==> src/rtl/pdp8_tty_iot.sv <==
// PDP-8 console teletype: keyboard (device 03) and teleprinter (device 04) on the IOT bus.
// Define TTY_INTERRUPT_EN to add the irq output, the ie bit and the 6035 KIE instruction.
module pdp8_tty_iot #(
  parameter int         PRINT_CYCLES = 16,
  parameter logic [5:0] KBD_DEV      = 6'o03,
  parameter logic [5:0] TTY_DEV      = 6'o04
) (
  input  logic        clock,
  input  logic        resetN,
  input  logic        iot_valid,
  input  logic [11:0] iot_ir,
  input  logic [11:0] iot_ac,
  output logic        iot_ack,
  output logic        iot_skip,
  output logic        iot_clr_ac,
  output logic        iot_or_ac,
  output logic [7:0]  iot_datain,
  input  logic        rx_valid,
  input  logic [7:0]  rx_data,
  output logic        rx_ready,
  output logic        tx_valid,
  output logic [7:0]  tx_data,
  input  logic        tx_ready,
  output logic        tty_busy,
`ifdef TTY_INTERRUPT_EN
  output logic        irq,
`endif
  output logic [1:0]  tty_state
);

  localparam int CW = (PRINT_CYCLES > 1) ? $clog2(PRINT_CYCLES) : 1;

  typedef enum logic [1:0] {
    T_IDLE  = 2'd0,
    T_DELAY = 2'd1,
    T_SEND  = 2'd2
  } tty_state_t;

  tty_state_t    state, state_nx;
  logic [CW-1:0] cnt, cnt_nx;
  logic          kbd_flag, tty_flag;
  logic [7:0]    kbd_buf, tx_buf;

  logic [2:0] fn;
  logic       is_iot, kbd_sel, tty_sel, kie, kbd_op;
  logic       kbd_clr, rx_fire, tx_fire, print_req, print_start;
  logic       unused_ac_bits;

  assign fn      = iot_ir[2:0];
  assign is_iot  = iot_valid && (iot_ir[11:9] == 3'b110);
  assign kbd_sel = is_iot && (iot_ir[8:3] == KBD_DEV);
  assign tty_sel = is_iot && (iot_ir[8:3] == TTY_DEV);
`ifdef TTY_INTERRUPT_EN
  assign kie = kbd_sel && (fn == 3'b101);
`else
  assign kie = 1'b0;
`endif
  assign kbd_op = kbd_sel && !kie;

  // Valid/ready: a byte moves on any rising edge where valid and ready are both high;
  // the sender holds valid and data stable until then, and ready never depends on valid.
  assign rx_ready = ~kbd_flag;
  assign rx_fire  = rx_valid && rx_ready;
  assign tx_valid = (state == T_SEND);
  assign tx_data  = tx_buf;
  assign tx_fire  = tx_valid && tx_ready;
  assign tty_busy = (state != T_IDLE);
  assign tty_state = state;

  // KCF (function 000) clears the flag just like the explicit clear bit does.
  assign kbd_clr     = kbd_op && ((fn == 3'b000) || fn[1]);
  assign print_req   = tty_sel && fn[2];
  assign print_start = print_req && (state == T_IDLE);
  assign unused_ac_bits = ^iot_ac[11:8];

  always_ff @(posedge clock or negedge resetN) begin
    if (!resetN) begin
      iot_ack    <= 1'b0;
      iot_skip   <= 1'b0;
      iot_clr_ac <= 1'b0;
      iot_or_ac  <= 1'b0;
      iot_datain <= 8'h00;
    end else begin
      iot_ack    <= kbd_sel || tty_sel;
      iot_skip   <= (kbd_op && fn[0] && kbd_flag) || (tty_sel && fn[0] && tty_flag);
      iot_clr_ac <= kbd_op && fn[1];
      iot_or_ac  <= kbd_op && fn[2];
      iot_datain <= (kbd_op && fn[2]) ? kbd_buf : 8'h00;
    end
  end

  // A keystroke arriving alongside a flag clear wins, so it is never lost.
  always_ff @(posedge clock or negedge resetN) begin
    if (!resetN) begin
      kbd_flag <= 1'b0;
      kbd_buf  <= 8'h00;
    end else if (rx_fire) begin
      kbd_flag <= 1'b1;
      kbd_buf  <= rx_data;
    end else if (kbd_clr) begin
      kbd_flag <= 1'b0;
    end
  end

  always_ff @(posedge clock or negedge resetN) begin
    if (!resetN) begin
      tty_flag <= 1'b0;
      tx_buf   <= 8'h00;
    end else begin
      if (tx_fire || (tty_sel && (fn == 3'b000))) tty_flag <= 1'b1;
      else if (tty_sel && fn[1])                  tty_flag <= 1'b0;
      if (print_start) tx_buf <= iot_ac[7:0];
    end
  end

  always_ff @(posedge clock or negedge resetN) begin
    if (!resetN) begin
      state <= T_IDLE;
      cnt   <= '0;
    end else begin
      state <= state_nx;
      cnt   <= cnt_nx;
    end
  end

  always_comb begin
    state_nx = state;
    cnt_nx   = cnt;
    case (state)
      T_IDLE: if (print_req) begin
        state_nx = T_DELAY;
        cnt_nx   = CW'(PRINT_CYCLES - 1);
      end
      T_DELAY: begin
        if (cnt == '0) state_nx = T_SEND;
        else           cnt_nx   = cnt - CW'(1);
      end
      T_SEND: if (tx_ready) state_nx = T_IDLE;
      default: state_nx = T_IDLE;
    endcase
  end

`ifdef TTY_INTERRUPT_EN
  logic ie;
  always_ff @(posedge clock or negedge resetN) begin
    if (!resetN) begin
      ie  <= 1'b1;
      irq <= 1'b0;
    end else begin
      if (kie) ie <= iot_ac[0];
      irq <= ie && (kbd_flag || tty_flag);
    end
  end
`endif

endmodule

==> config.mk <==
export PLATFORM = sky130hd
export DESIGN_NAME = pdp8_tty_iot
export DESIGN_NICKNAME = d
export VERILOG_FILES = /design/src/rtl/pdp8_tty_iot.sv
export SDC_FILE = /design/constraint.sdc
export NUM_CORES = 1
export LEC_CHECK = 0
export ABC_AREA = 1
export BUFFER_PORTS_ARGS = -buffer_cell sky130_fd_sc_hd__buf_2
export CAP_MARGIN = 20
export CORE_ASPECT_RATIO = 1.2
export CORE_MARGIN = 5
export CORE_UTILIZATION = 40
export DETAILED_ROUTE_END_ITERATION = 8
export PLACE_DENSITY = 0.66
export SYNTH_ARGS = -nofsm -noshare
export SYNTH_HDL_FRONTEND = slang
export SYNTH_SLANG_ARGS = --single-unit
==> constraint.sdc <==
create_clock -name clock -period 3.6 [get_ports clock]
set_input_delay 0.72 -clock clock [delete_from_list [all_inputs] [get_ports clock]]
set_output_delay 0.72 -clock clock [all_outputs]
set_load 0.01 [all_outputs]
## After elaboration in Yosys (flattened, before gate mapping)

Index checks and enable logic that the tools add are counted.

| cells by class | value |
|---|---|
| add/subtract/negate cells | 1 |
| equal/unequal tests | 9 |
| multiplexer cells | 12 |
| bitwise logic cells | 1 |
| reductions and logical operators | 29 |

Operators with widths:

| operator | count |
|---|---|
| logical AND 1 bit | 16 |
| 2-to-1 mux 4 bit | 2 |
| 2-to-1 mux 8 bit | 1 |
| case mux 4 bit (2 select lines) | 1 |
| nonzero test 2 bit | 4 |
| equality test 6 x 2 -> 1 bit (second input constant) | 1 |
| equality test 6 x 3 -> 1 bit (second input constant) | 1 |
| 2-to-1 mux 2 bit | 3 |
| inequality test 2 bit (second input constant) | 3 |
| case mux 2 bit (3 select lines) | 1 |
| AND reduction 3 bit | 2 |
| logical NOT 4 bit | 1 |
| logical OR 1 bit | 4 |
| 2-to-1 mux 1 bit | 4 |
| subtractor 4 x 1 -> 4 bit (second input constant) | 1 |
| equality test 3 bit (second input constant) | 1 |
| logical NOT 3 bit | 1 |
| equality test 2 x 1 -> 1 bit (second input constant) | 1 |
| equality test 2 bit (second input constant) | 1 |
| logical NOT 2 bit | 1 |
| inequality test 2 x 1 -> 1 bit (second input constant) | 1 |
| inverter 1 bit | 1 |

| word-level totals | value |
|---|---|
| register bits | 36 |
| bits of input ports | 37 |
| output and inout port bits | 25 |
| word-level logic and storage cells | 63 |

## Depth between registers and ports, before layout

Gate-level depths: netlist of run 1.

| depth | value |
|---|---|
| word-level depth | 6 |
| depth in mapped cells | 8 |
| gate-level depth less buffers | 8 |

## Worst setup path after synthesis of run 1

Ideal clock, no wire load.

| timing | value |
|---|---|
| path type | in2reg |
| start point | input port iot_ir[8] |
| end point | register cnt[3] |
| arrival time | 1.380 ns |
| required time | 3.483 ns |
| slack | 2.104 ns |
| cell stages on the path | 7 |
| buffers on the path | 1 |
| cell sequence | nor2_2 nand3_2 nor2_4 nand2_4 buf_6 nand3_1 nand2_1 |

| between the ends | value |
|---|---|
| cells in the longest elaborated chain, start to end | 5 |

RTL lines:

| item | RTL line | RTL |
|---|---|---|
| from (decl) | 11 | `input logic [11:0] iot_ir,` |
| equality test 6 x 3 -> 1 bit | 52 | `assign tty_sel = is_iot && (iot_ir[8:3] == TTY_DEV);` |
| logical AND 1 bit | 52 |  |
| logical AND 1 bit | 72 | `assign print_req = tty_sel && fn[2];` |
| inequality test 2 bit (no source line) | n/a |  |
| AND reduction 3 bit (no source line) | n/a |  |
| to (signal assigned) | 122 | `cnt <= cnt_nx;` |
| to (decl) | 40 | `logic [CW-1:0] cnt, cnt_nx;` |

No other way between the ends.
A chain may end at the register's enable or synchronous reset.

## Worst setup path after layout of run 1

| timing | value |
|---|---|
| start point | register state[1] (netlist: tty_state[1]) |
| end point | output port tty_busy |

| between the ends | value |
|---|---|
| cells in the longest elaborated chain, start to end | 1 |

RTL lines:

| item | RTL line | RTL |
|---|---|---|
| from (decl) | 39 | `tty_state_t state, state_nx;` |
| from (signal assigned) | 121 | `state <= state_nx;` |
| nonzero test 2 bit | 67 | `assign tty_busy = (state != T_IDLE);` |
| to (decl) | 24 | `output logic tty_busy,` |

No other way between the ends.

==> summary.txt, run 1 <==
Run status
  • Run status: finished clean

Clocking
  • Clk Latency, worst-skew pair: 0.29 ns
  • CTS tree: done
  • H-Tree Depth: 2
  • CTS Buffer Depth: 2
  • Clock slew at reported path FFs: 0.08 ns
  • Postcts setup bufs: 0
  • Clock sink total: 36
  • CTS buffer count: 5
  • CTS Root Cell: clkbuf_8
  • Hold_buf cts: 0
  • PostCTS Resize Cnt: 0

Layout
  • Most frequent cells in the layout: 57 x buf_2, 38 x nand2_1, 36 x dfrtp_1, 22 x nor2_1, 19 x inv_1
  • FILL cells: 373
  • Ant. Diodes: 0
  • Share of cells above drive strength 1: 0.350
  • Finished Layout Cells: 278
  • Layout area overhead: 28.3%
  • Post-layout util: 0.537
  • Commonest non-fill, non-tap cell in the layout: buf_2
  • NumNets Final: 263

GRT
  • Met1 Usage GRT: 0.165
  • Total GRT Usage: 0.133
  • Congestion Overflow GR: 0
  • Initial antenna violation count: 0
  • Largest net degree at the start of global routing: 37
  • Vias in the first global route: 1209
  • GR Layer Usage met3: 0.0535
  • GR peak layer: met2
  • Global-route wire length before repair: 5280 µm
  • Met2 Use GR: 0.203

Yosys
  • Post-Syn Nets: 202
  • Syn_area_per_cell: 9.35 µm²
  • Synth area leader: dfrtp_1
  • Post-synthesis sequential area ratio: 0.588
  • Mapped Cells: 164
  • Ranking of synthesized cells by area: dfrtp_1 59%, nand2_1 9.3%, nor2_1 5.4%, nand3_1 5.2%, inv_1 4.7%
  • Number of distinct library cells after synthesis: 24
  • Synthesis Warnings: 0
  • Post-Syn Area: about 0.0015 mm²
  • Number of synthesized register bits: 36
  • Synth top area share: 0.588

Place
  • Post-DP HPWL: around 2300 µm
  • Input/output buffers: 57
  • Dpl ws: around 1.7 ns
  • Routability cong.: 0.748
  • Placed insts: 270

Power
  • Cell Pwr Density: 418 mW/mm²
  • Lkg Pwr: 1.17 nW
  • Max VDD drop: 0.204 mV
  • Final Power: between 0.8 and 0.9 mW

Critical path
  • CP Capture Type: primary output
  • Critical path class: flip-flop to primary output
  • Arrival @ worst endpoint: 0.99 ns
  • Req. time, crit path: roughly 2.9 ns
  • Startpoint Class: flip-flop
  • Crit-path max FO: 4

Die
  • Row cnt: 24
  • Die ar.: 0.00518 mm²
  • Die width: between 60 and 70 µm
  • Io pins: 62
  • Core area: 0.00366 mm²
  • Chip height: 77.8 µm
  • Initial core utilization: 0.418

Drt
  • Vias: 1230
  • Final WL: ~3100 µm
  • DRC errors left: 0
  • Post-DRT Antenna Nets: 0
  • Router iterations before antenna repair: 4
  • Initial DRC Count: 50
  • Vias per cell: roughly 4.4
  • Routed WL per cell: 11.2 µm

Timing
  • Setup Skew: 0.00372 ns
  • Final Max Slew Viols: 0
  • Max_slew headroom: 0.474
  • RSZ-0062 raised after global routing: false
  • FMAX: 584 MHz
  • Setup ws final: between 1.5 and 2 ns
  • Final period util: 0.476
  • Final Hold Fails: 0
  • Setup_tns: 0 ns
  • Final Critical Period: 1.71 ns
  • Final setup viols: 0
  • Slew @ Worst Pin: approximately 0.79 ns

Job
  • Maxcap violations: 0

Worst hold path
  • Worst hold path type: flip-flop to flip-flop
[stage by stage]
stage,hold slack (ns),area [µm²]
global route,0.503,1970
finish,0.469,1970
CTS,0.474,1970
detailed placement,0.457,1860
global placement,0.450,1860
floorplan,0.424,1530
[kinds of logic after synthesis]
logic type,after synthesis,synth area share
AO/OA/AOI/OAI,13,0.0547
XOR/XNOR,1,0.00572
adder cells (fa/ha/maj),1,0.00816
buffers and inverters,24,0.0694
flip-flops,36,0.588
AND/OR/NAND/NOR,89,0.274
[synth_stat cells (all sizes together)]
master,instances
or2,1
o21bai,1
nand2,42
nor3b,1
dfrtp,36
nor2,26
o31ai,1
xor2,1
a21boi,1
inv,21
buf,3
ha,1
a21oi,9
nand3,17
nor3,1
o21ai,1
nand4,1
[area by class of cell]
cell class	count	area, µm²	share of cell area
Sequential cell	36	901	0.458
Timing Repair Buffer	57	285	0.145
Clock inverter	3	42.5	0.0216
Multi-Input combinational cell	104	526	0.267
Tap cell	52	65.1	0.0331
Inverter	21	78.8	0.0401
Clock buffer	5	68.8	0.0350
[state kept, by name, summed over array words and instances, names as in the netlist]
| name | flops |
|---|---|
| iot_ack | 1 |
| iot_or_ac | 1 |
| tx_data | 8 |
| kbd_buf | 8 |
| tty_flag | 1 |
| tty_state | 2 |
| iot_clr_ac | 1 |
| iot_skip | 1 |
| iot_datain | 8 |
| cnt | 4 |
| kbd_flag | 1 |
[layer usage]
metal | up-vias | wire length, µm
met1 | 549 | 1400
met3 | 7 | 255
met4 | 0 | 55
li1 | 630 | -
met2 | 44 | 1410
met5 | - | 0
[power by group]
| part | internal, mW | leakage [nW] | switching [mW] |
|---|---|---|---|
| registers | 0.415 | 0.465 | 0.00394 |
| clock network | 0.205 | 0.0541 | 0.145 |
| logic | 0.0224 | 0.646 | 0.0315 |
| total | 0.642 | 1.17 | 0.180 |
[worst paths after layout]
path	startpoint	end	slack (ns)	cells past startpoint
setup / recovery	tty_state[1]$_DFFE_PN0P_	tty_busy	1.89	3
hold / removal	tx_data[1]$_DFFE_PN0P_	tx_data[1]$_DFFE_PN0P_	0.47	2
setup reg to reg	cnt[0]$_DFFE_PN0P_	cnt[0]$_DFFE_PN0P_	2.29	7
hold reg to reg	tx_data[1]$_DFFE_PN0P_	tx_data[1]$_DFFE_PN0P_	0.47	2
max in group asynchronous	resetN	iot_datain[6]$_DFF_PN0_	2.59	1
min in group asynchronous	resetN	tty_state[1]$_DFFE_PN0P_	0.52	1
[worst max-delay path, cell delays in order (launching register included)]
cell and delay (ns):
dfrtp_1 0.39, inv_2 0.09, nand2_2 0.08, buf_2 0.15
Note: power is estimated with default switching activity, not from simulation.
==> inputs of run 2 (changes only) <==
- PLACE_DENSITY: 0.66 -> 0.69
- clock period: 3.6 -> 1.5 ns (I/O delays scaled with it)
==> summary.txt, run 2 (synthesized netlist as in run 1, its figures left out) <==
GRT
  • Largest net degree at the start of global routing: 37 (unchanged)
  • Congestion Overflow GR: 0 (unchanged)
  • Total GRT Usage: 0.128 (-0.00481)
  • Initial antenna violation count: 0 (unchanged)
  • Global-route wire length before repair: 5060 µm (-4.1%)
  • Vias in the first global route: 1142 (-5.5%)

Timing
  • RSZ-0062 raised after global routing: false
  • Final Max Slew Viols: 0 (unchanged)
  • Setup Skew: 0.00517 ns (+0.00145 ns)
  • Final period util: 0.871
  • Setup_tns: 0 ns (unchanged)
  • FMAX: between 700 and 800 MHz
  • Slew @ Worst Pin: 0.473 ns (-0.316 ns)
  • Final Hold Fails: 0 (unchanged)
  • Final setup viols: 0 (unchanged)
  • Max_slew headroom: 0.684 (+0.210)
  • Final Critical Period: roughly 1.3 ns

Place
  • Input/output buffers: 57 (unchanged)
  • Routability cong.: 0.734 (-1.9%)
  • Placed insts: 273 (+1.1%)
  • DP Area: 0.00188 mm² (+1.2%)
  • Post-DP HPWL: 2300 µm (-1.6%)

Die
  • Die width: 66.5 µm (unchanged)
  • Initial core utilization: 0.418 (unchanged)
  • Core area: 0.00366 mm² (unchanged)
  • Io pins: 62 (unchanged)
  • Row cnt: 24 (unchanged)
  • Die ar.: 0.00518 mm² (unchanged)
  • Chip height: 77.8 µm (unchanged)

Drt
  • Vias: 1228 (-0.16%)
  • Routed WL per cell: 10.8 µm (-3.5%)
  • Post-DRT Antenna Nets: 0 (unchanged)
  • Vias per cell: 4.37 (-1.2%)
  • Router iterations before antenna repair: 4 (unchanged)
  • Final WL: 3040 µm (-2.5%)
  • DRC errors left: 0 (unchanged)
  • Initial DRC Count: 40 (-20%)

Layout
  • Share of cells above drive strength 1: 0.358 (+0.00852)
  • Finished Layout Cells: 281 (+1.1%)
  • NumNets Final: 266 (+1.1%)
  • Commonest non-fill, non-tap cell in the layout: buf_2
  • Ant. Diodes: 0 (unchanged)
  • Layout area overhead: 29.8%
  • Most frequent cells in the layout: 57 x buf_2, 38 x nand2_1, 36 x dfrtp_1, 22 x nor2_1, 19 x inv_1
  • Finished Cell Area: 0.00199 mm² (+1.1%)

Job
  • Maxcap violations: 0 (unchanged)

Clocking
  • Clk Latency, worst-skew pair: 0.29 ns (about the same)
  • H-Tree Depth: 2 (unchanged)
  • Clock slew at reported path FFs: 0.07 ns (about the same)
  • PostCTS Resize Cnt: 0 (unchanged)
  • Clock sink total: 36 (unchanged)
  • Postcts setup bufs: 0 (unchanged)
  • CTS Root Cell: clkbuf_8
  • CTS tree: done
  • CTS buffer count: 5 (unchanged)
  • CTS Buffer Depth: 2 (unchanged)
  • Hold_buf cts: 0 (unchanged)

Critical path
  • Crit-path max FO: 5 (+1)
  • Top delay family on crit path: flip-flops
  • WP buf/inv: 1 (-1)
  • CP cell instances: nor2_1 -> buf_2
  • Arrival @ worst endpoint: 1.01 ns (+0.02 ns)
  • Req. time, crit path: 1.20 ns (-1.68 ns)
  • CP Capture Type: primary output
  • Startpoint Class: flip-flop
  • Crit-path slowest cell: dfrtp_1
  • Largest stage delay on the critical path: 0.42 ns (+0.03 ns)
  • Critical path class: flip-flop to primary output

Power
  • Lkg Pwr: 1.18 nW (+1.3%)
  • Cell Pwr Density: 989 mW/mm² (+140%)
  • Final Power: 1.97 mW (+140%)
  • Max VDD drop: 0.438 mV (+110%)

Run status
  • Run status: finished clean

Worst hold path
  • Worst hold path type: input port to asynchronous set/reset pin
[run 2: cell count changes in the layout (fill, tap and decap cells not counted), sizes merged]
cell and delta:
buf +3
[run 2: area by class of cell]
class | count | area, µm²
sequential | 36 | 901
clock inverter | 3 | 42.5
tap | 52 | 65.1
timing repair buffer | 60 | 308
fill | 345 | 1670
multi-input combinational | 104 | 526
clock buffer | 5 | 68.8
inverter | 21 | 78.8
[run 2: worst paths after layout]
check / start / endpoint / slack [ns] / depth (start not counted)
worst max-delay path: tty_state[0]$_DFFE_PN0P_ / tx_valid / 0.19 / 2
max in group asynchronous: resetN / kbd_buf[7]$_DFFE_PN0P_ / 1.14 / 2
worst max register to register: cnt[0]$_DFFE_PN0P_ / cnt[0]$_DFFE_PN0P_ / 0.20 / 7
worst min-delay path: resetN / tx_data[2]$_DFFE_PN0P_ / 0.04 / 2
worst min register to register: tx_data[5]$_DFFE_PN0P_ / tx_data[5]$_DFFE_PN0P_ / 0.47 / 2
min in group clock: tx_ready / tty_state[1]$_DFFE_PN0P_ / 0.19 / 2
[run 2: power by group]
group          total [mW]  internal, mW  switching (mW)
clock network       0.831         0.491           0.339
registers            1.01         0.996         0.00863
logic               0.132        0.0572          0.0744
[run 2: through the flow]
stage	setup WS, ns	util	hold WS, ns
3_3_place_gp	0.219	0.513	0.359
2_1_floorplan	0.292	-	0.00441
4_1_cts	0.181	0.543	0.0567
5_1_grt	0.0975	0.543	0.0816
6_report	0.193	0.543	0.0410
3_5_place_dp	0.202	0.513	0.367
[run 2: metal layers]
layer | global-route usage | routed length (µm) | vias to the layer above
li1 | - | - | 635
met3 | 0.0405 | 228 | 5
met4 | 0.0610 | 69 | 0
met5 | 0 | 0 | -
met1 | 0.158 | 1370 | 539
met2 | 0.201 | 1380 | 49
==> inputs of run 3 (changes only) <==
--- a/config.mk
+++ b/config.mk
@@ -10,8 +10,8 @@
 export CAP_MARGIN = 20
 export CORE_ASPECT_RATIO = 1.2
-export CORE_MARGIN = 5
 export CORE_UTILIZATION = 40
 export DETAILED_ROUTE_END_ITERATION = 8
 export PLACE_DENSITY = 0.69
+export RECOVER_POWER = 50
 export SYNTH_ARGS = -nofsm -noshare
 export SYNTH_HDL_FRONTEND = slang
==> constraint.sdc (replaced) <==
create_clock -name clock -period 1.5 [get_ports clock]
set_input_delay 0.225 -clock clock [delete_from_list [all_inputs] [get_ports clock]]
set_output_delay 0.225 -clock clock [all_outputs]
set_load 0.01 [all_outputs]
==> summary.txt, run 3 (synthesized netlist as in run 1, its figures left out) <==
Critical path
  • Worst reg2reg path depth: 7 (unchanged)
  • Worst R2R Setup Slack: 0.21 ns (about the same)
  • End of the worst register-to-register path: cnt[3]$_DFFE_PN0P_
  • Crit-path max FO: 6 (+1)
  • Critical R2R Launch: cnt[0]$_DFFE_PN0P_
  • CP Capture Type: flip-flop
  • End of the critical path: cnt[3]$_DFFE_PN0P_
  • Req. time, crit path: 1.67 ns (+0.47 ns)
  • Arrival @ worst endpoint: 1.46 ns (+0.45 ns)
  • Startpoint Class: flip-flop
  • Critical Path Source: cnt[0]$_DFFE_PN0P_
  • Critical path class: flip-flop to flip-flop

Die
  • Row cnt: 24 (unchanged)
  • Die ar.: 0.00408 mm² (-21%)
  • Die width: 58.5 µm (-12%)
  • Chip height: 69.8 µm (-10%)
  • Io pins: 62 (unchanged)
  • Core area: 0.00366 mm² (unchanged)
  • Initial core utilization: 0.418 (unchanged)

Layout
  • Layout area overhead: 29.7% (about the same)
  • Finished Cell Area: 0.00199 mm² (about the same)
  • Most frequent cells in the layout: 57 x buf_2, 39 x nand2_1, 36 x dfrtp_1, 23 x nor2_1, 19 x inv_1
  • NumNets Final: 267 (+0.38%)
  • Finished Layout Cells: 282 (+0.36%)
  • Share of cells above drive strength 1: 0.343 (-0.0146)
  • FILL cells: 368 (+6.7%)
  • Commonest non-fill, non-tap cell in the layout: buf_2
  • Ant. Diodes: 0 (unchanged)

GRT
  • Largest net degree at the start of global routing: 37 (unchanged)
  • Initial antenna violation count: 0 (unchanged)
  • Total GRT Usage: 0.155 (+0.0272)
  • Vias in the first global route: 1086 (-4.9%)
  • Congestion Overflow GR: 0 (unchanged)
  • Global-route wire length before repair: 4690 µm (-7.3%)

Power
  • Max VDD drop: 0.548 mV (+25%)
  • Final Power: 1.95 mW (-1.1%)
  • Lkg Pwr: 1.18 nW (+0.33%)
  • Cell Pwr Density: 979 mW/mm² (-1.0%)

Clocking
  • CTS tree: done
  • CTS Root Cell: clkbuf_8
  • PostCTS Resize Cnt: 0 (unchanged)
  • Clk Latency, worst-skew pair: 0.28 ns (about the same)
  • H-Tree Depth: 2 (unchanged)
  • CTS Buffer Depth: 2 (unchanged)
  • Clock slew at reported path FFs: 0.06 ns (about the same)
  • CTS buffer count: 5 (unchanged)
  • Postcts setup bufs: 0 (unchanged)
  • Clock sink total: 36 (unchanged)

Place
  • Post-DP HPWL: 2050 µm (-11%)
  • Placed insts: 273 (unchanged)
  • DP Area: 0.00188 mm² (unchanged)
  • Input/output buffers: 57 (unchanged)
  • Routability cong.: 0.823 (+12%)

Timing
  • Final period util: 0.863 (-0.00841)
  • Final setup viols: 0 (unchanged)
  • Final Critical Period: 1.29 ns (-0.0126 ns)
  • Slew @ Worst Pin: 0.856 ns (+0.383 ns)
  • Setup_tns: 0 ns (unchanged)
  • Final Hold Fails: 0 (unchanged)
  • Final Max Slew Viols: 0 (unchanged)
  • FMAX: 773 MHz (+0.97%)
  • RSZ-0062 raised after global routing: false
  • Max_slew headroom: 0.429 (-0.254)
  • Hold slack: 0.126 ns (+0.0846 ns)
  • Setup Skew: 0.00672 ns (+0.00156 ns)

Drt
  • Vias: 1225 (-0.24%)
  • Routed WL per cell: 9.89 µm (-8.7%)
  • Initial DRC Count: 53 (+33%)
  • Router iterations before antenna repair: 4 (unchanged)
  • Post-DRT Antenna Nets: 0 (unchanged)
  • Final WL: 2790 µm (-8.4%)
  • Vias per cell: 4.34 (-0.60%)
  • DRC errors left: 0 (unchanged)

Job
  • Maxcap violations: 0 (unchanged)

Run status
  • Run status: finished clean

Worst hold path
  • Worst hold path type: input port to flip-flop
[run 3: cell types whose count changed in the layout (fill, tap and decap cells not counted)]
cell and change:
buf_4 -1, clkbuf_1 +1, clkbuf_2 +1, clkinvlp_4 -1, dlygate4sd3_1 +1, nand2_1 +1, nand2_2 -1, nor2_1 +1
nor2_2 -1
[run 3: cell type report]
class                           instances  area (µm²)  share of cell area
Tap cell                               52        65.1              0.0327
Multi-Input combinational cell        104         520               0.262
Clock buffer                            6        72.6              0.0365
Sequential cell                        36         901               0.453
Inverter                               21        78.8              0.0396
Timing Repair Buffer                   61         315               0.159
Clock inverter                          2        35.0              0.0176
[run 3: worst min-delay path by stage]
stage                               end     start  slack, ns  cells past startpoint
5_1_grt        tty_state[1]$_DFFE_PN0P_  tx_ready       0.13                      2
2_1_floorplan        cnt[0]$_DFFE_PN0P_    resetN      -0.07                      0
3_3_place_gp     tx_data[6]$_DFFE_PN0P_    resetN       0.29                      2
6_report       tty_state[1]$_DFFE_PN0P_  tx_ready       0.13                      2
3_5_place_dp     tx_data[6]$_DFFE_PN0P_    resetN       0.29                      2
4_1_cts        tty_state[1]$_DFFE_PN0P_  tx_ready       0.12                      2
[run 3: critical path, cell delays in order (launching register included)]
cell     delay (ns)
dfrtp_1        0.39
inv_1          0.08
ha_1           0.16
nand2_1        0.10
o21ai_4        0.21
nand2_2        0.12
nand2_1        0.08
nand2_1        0.05
[run 3: timing repair]
item / CTS / global route
hold endpoints to repair: 36 / 0
setup endpoints to repair: 0 / 0
hold buffers: 1 / 0
[run 3: report_power, final]
part | internal [mW] | total [mW] | switching [mW]
sequential | 0.997 | 1.01 | 0.00900
clock | 0.493 | 0.808 | 0.316
combinational | 0.0578 | 0.132 | 0.0742
[run 3: stage by stage]
step	utilization	setup WS [ns]
global placement	0.513	0.249
global route	0.543	0.0752
floorplan	-	0.292
CTS	0.545	0.195
detailed placement	0.513	0.213
finish	0.543	0.206
[run 3: layer usage]
layer / wire length (µm) / share of wire / GRT usage / vias up
li1: - / - / - / 636
met2: 1230 / 0.44 / 0.220 / 49
met3: 173 / 0.062 / 0.0504 / 8
met1: 1310 / 0.47 / 0.206 / 532
met5: 0 / 0 / 0 / -
met4: 83 / 0.030 / 0.0873 / 0
